===== config.mk =====
export PLATFORM = sky130hd
export DESIGN_NAME = instruction_fetch_unit
export DESIGN_NICKNAME = d
export VERILOG_FILES = /design/src/rtl/instruction_fetch_unit_pkg.sv /design/src/rtl/instruction_fetch_unit_fetch_buffer.sv /design/src/rtl/instruction_fetch_unit.sv
export SDC_FILE = /design/constraint.sdc
export NUM_CORES = 1
export LEC_CHECK = 0
export BUFFER_PORTS_ARGS = -buffer_cell sky130_fd_sc_hd__buf_2
export CORE_UTILIZATION = 35
export DETAILED_ROUTE_END_ITERATION = 7
export GPL_TIMING_DRIVEN = 0
export PLACE_DENSITY_LB_ADDON = 0.2
export SYNTH_ARGS = -nofsm -noshare
export SYNTH_HDL_FRONTEND = slang
export SYNTH_HIERARCHICAL = 1
export SYNTH_SLANG_ARGS = --single-unit

===== constraint.sdc =====
create_clock -name CLK -period 4.6 [get_ports CLK]
set_clock_uncertainty 0.1 [all_clocks]
set_input_delay 0.23 -clock CLK [delete_from_list [all_inputs] [get_ports CLK]]
set_output_delay 0.23 -clock CLK [all_outputs]
set_load 0.01 [all_outputs]

===== src/rtl/instruction_fetch_unit_pkg.sv =====
// Shared types and constants for the instruction fetch unit.
package instruction_fetch_unit_pkg;

    localparam int WORD_SIZE = 19;
    localparam int IM_ADDR_W = 10;
    localparam int IM_DEPTH  = 1024;

    typedef enum logic [1:0] {
        IDLE,
        RUN,
        DRAIN
    } fetch_state_t;

    typedef struct packed {
        logic [IM_ADDR_W-1:0] pc;
        logic [WORD_SIZE-1:0] instr;
    } fetch_entry_t;

endpackage


===== src/rtl/instruction_fetch_unit_fetch_buffer.sv =====
// Prefetch FIFO of {pc, instr} entries with flush, push, pop and occupancy.
module fetch_buffer
    import instruction_fetch_unit_pkg::*;
#(
    parameter int DEPTH = 2,
    localparam int CW = $clog2(DEPTH + 1)
) (
    input  logic         CLK,
    input  logic         RESET_N,
    input  logic         i_flush,
    input  logic         i_push,
    input  fetch_entry_t i_data,
    input  logic         i_pop,
    output fetch_entry_t o_head,
    output logic         o_valid,
    output logic [CW-1:0] o_occ
);

    localparam int PW = $clog2(DEPTH);

    fetch_entry_t  r_mem [DEPTH];
    logic [PW-1:0] r_wr;
    logic [PW-1:0] r_rd;
    logic [CW-1:0] r_occ;
    logic          w_push;
    logic          w_pop;

    function automatic logic [PW-1:0] f_inc(input logic [PW-1:0] p);
        return (p == PW'(DEPTH - 1)) ? '0 : p + 1'b1;
    endfunction

    assign w_pop  = i_pop && (r_occ != '0);
    assign w_push = i_push && !i_flush &&
                    ((r_occ != CW'(DEPTH)) || w_pop);

    always_ff @(posedge CLK or negedge RESET_N) begin
        if (!RESET_N) begin
            for (int i = 0; i < DEPTH; i++) r_mem[i] <= '0;
            r_wr  <= '0;
            r_rd  <= '0;
            r_occ <= '0;
        end else if (i_flush) begin
            r_wr  <= r_rd;
            r_occ <= '0;
        end else begin
            if (w_push) begin
                r_mem[r_wr] <= i_data;
                r_wr        <= f_inc(r_wr);
            end
            if (w_pop) r_rd <= f_inc(r_rd);
            unique case ({w_push, w_pop})
                2'b10:   r_occ <= r_occ + CW'(1);
                2'b01:   r_occ <= r_occ - CW'(1);
                default: r_occ <= r_occ;
            endcase
        end
    end

    assign o_head  = r_mem[r_rd];
    assign o_valid = (r_occ != '0);
    assign o_occ   = r_occ;

endmodule


===== src/rtl/instruction_fetch_unit.sv =====
// Instruction fetch: PC, IM read issue, prefetch buffer, redirect handling.
// Optional perf counters enabled by defining IFU_PERF_CNT_EN.
module instruction_fetch_unit
    import instruction_fetch_unit_pkg::*;
#(
    parameter logic [IM_ADDR_W-1:0] RESET_PC  = 10'h000,
    parameter int                   BUF_DEPTH = 2
) (
    input  logic                 CLK,
    input  logic                 RESET_N,
    input  logic                 fetch_en,
    input  logic                 redirect,
    input  logic [IM_ADDR_W-1:0] redirect_pc,
    output logic                 im_rd_en,
    output logic [IM_ADDR_W-1:0] im_addr,
    input  logic [WORD_SIZE-1:0] im_rdata,
    output logic                 instr_valid,
    input  logic                 instr_ready,
    output logic [WORD_SIZE-1:0] instr_out,
    output logic [IM_ADDR_W-1:0] instr_pc,
    output logic                 fetch_busy,
    output logic [31:0]          perf_fetched,
    output logic [31:0]          perf_bubbles
);

    localparam int CW = $clog2(BUF_DEPTH + 1);

    fetch_state_t         r_state;
    fetch_state_t         w_state_nxt;
    logic [IM_ADDR_W-1:0] r_pc;
    logic [IM_ADDR_W-1:0] r_ret_pc;
    logic                 r_inflight;
    logic                 r_stale;
    logic                 w_issue;
    logic                 w_push;
    logic                 w_pop;
    logic                 w_valid;
    logic [CW-1:0]        w_occ;
    fetch_entry_t         w_head;
    fetch_entry_t         w_ret;

    assign w_pop  = w_valid && instr_ready;
    // A word returning in a redirect cycle belongs to the old path.
    assign w_push = r_inflight && !r_stale && !redirect;
    assign w_ret  = '{pc: r_ret_pc, instr: im_rdata};

    always_comb begin
        w_issue = 1'b0;
        if (r_state == RUN && !redirect)
            w_issue = (int'(w_occ) + int'(r_inflight)) <
                      (BUF_DEPTH + int'(w_pop));
    end

    always_comb begin
        w_state_nxt = r_state;
        unique case (r_state)
            IDLE:    if (fetch_en) w_state_nxt = RUN;
            RUN:     if (!fetch_en) w_state_nxt = DRAIN;
            DRAIN: begin
                if (fetch_en)         w_state_nxt = RUN;
                else if (!r_inflight) w_state_nxt = IDLE;
            end
            default: w_state_nxt = IDLE;
        endcase
    end

    always_ff @(posedge CLK or negedge RESET_N) begin
        if (!RESET_N) begin
            r_state    <= IDLE;
            r_pc       <= RESET_PC;
            r_ret_pc   <= '0;
            r_inflight <= 1'b0;
            r_stale    <= 1'b0;
        end else begin
            r_state    <= w_state_nxt;
            r_inflight <= w_issue;
            r_stale    <= redirect && r_inflight;
            if (redirect)     r_pc <= redirect_pc;
            else if (w_issue) r_pc <= r_pc + 1'b1;
            if (w_issue) r_ret_pc <= r_pc;
        end
    end

    fetch_buffer #(
        .DEPTH (BUF_DEPTH)
    ) u_buf (
        .CLK     (CLK),
        .RESET_N (RESET_N),
        .i_flush (redirect),
        .i_push  (w_push),
        .i_data  (w_ret),
        .i_pop   (w_pop),
        .o_head  (w_head),
        .o_valid (w_valid),
        .o_occ   (w_occ)
    );

    assign im_rd_en    = w_issue;
    assign im_addr     = r_pc;
    assign instr_valid = w_valid;
    assign instr_out   = w_head.instr;
    assign instr_pc    = w_head.pc;
    assign fetch_busy  = (r_state != IDLE) || r_inflight;

`ifdef IFU_PERF_CNT_EN
    logic [31:0] r_perf_fetched;
    logic [31:0] r_perf_bubbles;

    always_ff @(posedge CLK or negedge RESET_N) begin
        if (!RESET_N) begin
            r_perf_fetched <= '0;
            r_perf_bubbles <= '0;
        end else begin
            if (w_pop) r_perf_fetched <= r_perf_fetched + 32'd1;
            if (r_state == RUN && !w_valid)
                r_perf_bubbles <= r_perf_bubbles + 32'd1;
        end
    end

    assign perf_fetched = r_perf_fetched;
    assign perf_bubbles = r_perf_bubbles;
`else
    assign perf_fetched = 32'h0;
    assign perf_bubbles = 32'h0;
`endif

endmodule

==> summary.md <==
| Metric | Value |
|---|---|
| Crit path cell chain | ha_1 -> ha_1 -> or3b_4 -> a21oi_4 -> and2b_1 -> buf_6 -> buf_2 |
| RePlAce Congestion | around 0.76 |
| Ys Warns | 6 |
| Synth async-reset ratio | 100% |
| Fraction of layout cells with a size suffix above 1 | approximately half |
| XOR/XNOR share of the synthesized area | under 10% |
| Fmax | about 360 MHz |
| H-tree depth | 3 |
| RSZ-0062 raised after global routing | false |
| Worst path slowest cell | dfrtp_1 |
| Syn Inst Count | around 350 |
| Mux contribution to synthesized area | a little over a quarter |
| Dpl hpwl | 6480 um |
| Status | completed |
| Die outline height | ~120 um |
| Final setup vio count | 0 |
| Core Box Area | 0.0127 mm^2 |
| Vias/cell | 4.27 |
| Post-Syn Area per Cell | approximately 13 um^2 |
| Drt pass-1 iters | 4 |
| Maximum buffer depth of the clock tree | 2 |
| First-pass GRT wire length | 13,900 um |
| Largest family of logic cells by synthesized area | multiplexers |
| Delay of the slowest critical-path stage | 0.48 ns |
| FF-to-FF setup slack | around 2.1 ns |
| Die area | about 0.013 mm^2 |
| Final worst slack | 1.85 ns |
| Placed Area | 0.00541 mm^2 |
| Area occupied by multi-input gates | roughly 0.002 mm^2 |
| Root Driver | clkbuf_16 |
| Power density cells | about 430 mW/mm^2 |
| Top FF cell, synth | dfrtp_1 |
| Fillers | 1,203 |
| Starting Density | a little over a third |
| Clk_lat worst skew | 0.34 ns |
| Critical path class | register to output port |
| Post-synth top area cell | dfrtp_1 |
| Remaining global-route overflow | 0 |
| Clk sinks | between 80 and 90 |
| Compound-Gate Fraction of Synth Area | 4.31% |
| Synth Area in Simple Gates | slightly above 6% |
| Min Hold Slack | 0.0115 ns |
| Total negative slack | 0 ns |
| Final Hold Fails | 0 |
| Synth unique cells | between 40 and 50 |
| Vias | around 2,900 |
| Inst Count DP | 660 |
| CP Max Fanout | 11 |
| Post-synth top area share | a little under half |
| Initial antenna violation count | 0 |
| Worst hold path class | input port to register |
| GRT Total Usage | 13.8% |
| LEAKAGE | 3.00 nW |
| Crit share post-route | roughly 60% |
| WP data required | about 4.3 ns |
| Buffers on Ports | 75 |
| Non-Filler Instances | ~680 |
| Final Routed Wirelength | between 9000 and 10,000 um |
| DR iter-0 viols | between 90 and 100 |
| Worst slew pin tran | about 0.86 ns |
| Crit end category | output port |
| Adder-cell share of the synthesized area | less than 1% |
| Number of global-route vias before repair | roughly 2,700 |
| Place WS | between 2 and 2.5 ns |
| Final Power | ~2.5 mW |
| CTS tree | yes |
| Startpoint types | register |
| Final nets | 539 |
| Number of flops mapped to enable cells by yosys | 0 |
| Critical path arrival | 2.42 ns |
| Max-cap violations | 0 |
| Fin area | 0.00577 mm^2 |
| DR WL/cell | 13.8 um |
| Fin. max-slew vios | 0 |
| Top post-synthesis cells by area | dfrtp_1, mux2_2, buf_4, mux2_4, mux2_1 |
| Pin count of the biggest net entering global routing | 65 |
| Row cnt | between 40 and 50 |
| Layout Utilization | a little under half |
| Reg clk slew, reported paths | approximately 0.06 ns |
| Area grow syn2layout | 26.8% |
| Synthesized cell area | ~0.0046 mm^2 |
| Post-synthesis sequential area ratio | a little under half |
| Die width | 116 um |
| IO Count | 140 |
| Worst vdd ir | approximately 210 uV |
| ANT cells | 0 |
| Final ANT Viol Nets | 0 |
| FF/Latch Area | ~0.0022 mm^2 |
| Synthesized flop and latch total | 86 |
| Cts bufs inserted | 9 |
| Most used cell, CP | ha_1 |
| Final Critical Period | 2.75 ns |
| Rel. slew slack | 42.9% |
| DRC | 0 |
[sequential cells by signal, summed over array words and instances, names as in the netlist]
name,flops
r_stale,1
u_buf/r_mem,58
r_state,2
u_buf/r_rd,1
r_inflight,1
r_ret_pc,10
u_buf/r_wr,1
im_addr,10
u_buf/o_occ,2
[cell type report]
class / count / area share [%]
Inverter: 5 / 0.325
Clock inverter: 5 / 1.41
Tap cell: 172 / 3.73
Timing Repair Buffer: 79 / 7.54
Clock buffer: 11 / 4.38
Sequential cell: 86 / 37.3
Multi-Input combinational cell: 244 / 35.4
Buffer: 77 / 9.99
[repair_timing]
item,CTS,global route
hold endpoints to repair,24,0
setup buffers,0,0
setup endpoints to repair,0,0
resized for setup,0,0
hold buffers,3,0
[final timing paths]
check                                                  from                           to  depth (start not counted)
worst max-delay path             u_buf/o_occ[0]$_DFFE_PN0P_                     im_rd_en                          7
worst min-delay path                         redirect_pc[4]       im_addr[4]$_DFFE_PN0P_                          3
worst max register to register   u_buf/o_occ[0]$_DFFE_PN0P_      r_ret_pc[4]$_DFFE_PN0P_                          7
worst min register to register  u_buf/r_mem[22]$_DFFE_PN0P_  u_buf/r_mem[22]$_DFFE_PN0P_                          1
max in group asynchronous                           RESET_N      r_ret_pc[7]$_DFFE_PN0P_                          3
min in group asynchronous                           RESET_N   u_buf/r_mem[8]$_DFFE_PN0P_                          2
[where the power goes]
part / internal [mW] / total, mW / switching [mW] / leakage, nW
Combinational: 0.388 / 0.656 / 0.268 / 1.75
Sequential: 0.925 / 1.03 / 0.103 / 1.09
Clock: 0.505 / 0.804 / 0.299 / 0.162
Total: 1.82 / 2.49 / 0.670 / 3.00
[kinds of logic (layout without fill, tap and decap cells)]
group,Yosys count,after routing
buffers and inverters,82,177
and+or+nand+nor,45,45
adders and majority gates,3,3
xor gates and xnor gates,7,7
muxes,100,100
other,1,64
DFF,86,86
AOI/OAI and AO/OA,25,25
[synth_stat cells, types with 2 or more instances]
master     number
and2_1          2
dfrtp_1        86
inv_1           5
mux2_1         10
nor2_1          5
buf_2           2
nand2b_1        2
xnor2_1         6
a2111oi_2       3
and4bb_2        2
nand3b_1        3
buf_1           3
and4b_1         2
mux2i_1         3
buf_4          64
a21oi_1         3
ha_1            3
o21ai_1         7
mux2_4         29
buf_6           6
nand3_1         5
a22oi_1         2
clkbuf_1        2
nor3b_1         2
o21ai_0         2
nand2_1        13
mux2_2         58
[worst max-delay path, delay by kind of cell (launching register included)]
family | cells | cell delay, ns
AOI/OAI and AO/OA | 1 | 0.21
adders and majority gates | 2 | 0.41
buffers and inverters | 2 | 0.34
and+or+nand+nor | 2 | 0.64
DFF | 1 | 0.48
[placed cells by master (no fill, tap or decap), drive strengths merged, types with 3 or more instances in the layout]
| cell type | instances |
|---|---|
| ha | 3 |
| mux2i | 3 |
| dlygate4sd3 | 3 |
| xnor2 | 6 |
| buf | 151 |
| nor3b | 3 |
| conb | 64 |
| nand3 | 5 |
| inv | 5 |
| nand2 | 13 |
| nor2 | 5 |
| nand3b | 3 |
| a21oi | 4 |
| clkbuf | 13 |
| o21ai | 9 |
| a2111oi | 4 |
| mux2 | 97 |
| dfrtp | 86 |
[layer usage]
layer | wire [um] | part of all wire [%] | track usage (%) | up-vias
li1 | - | - | - | 1396
met1 | 4350 | 47 | 18.1 | 1403
met2 | 4400 | 47 | 22.3 | 91
met3 | 493 | 5.3 | 3.71 | 9
met4 | 106 | 1.1 | 4.10 | 0
met5 | 0 | 0 | 0 | -
Note: power is estimated with default switching activity, not from simulation.
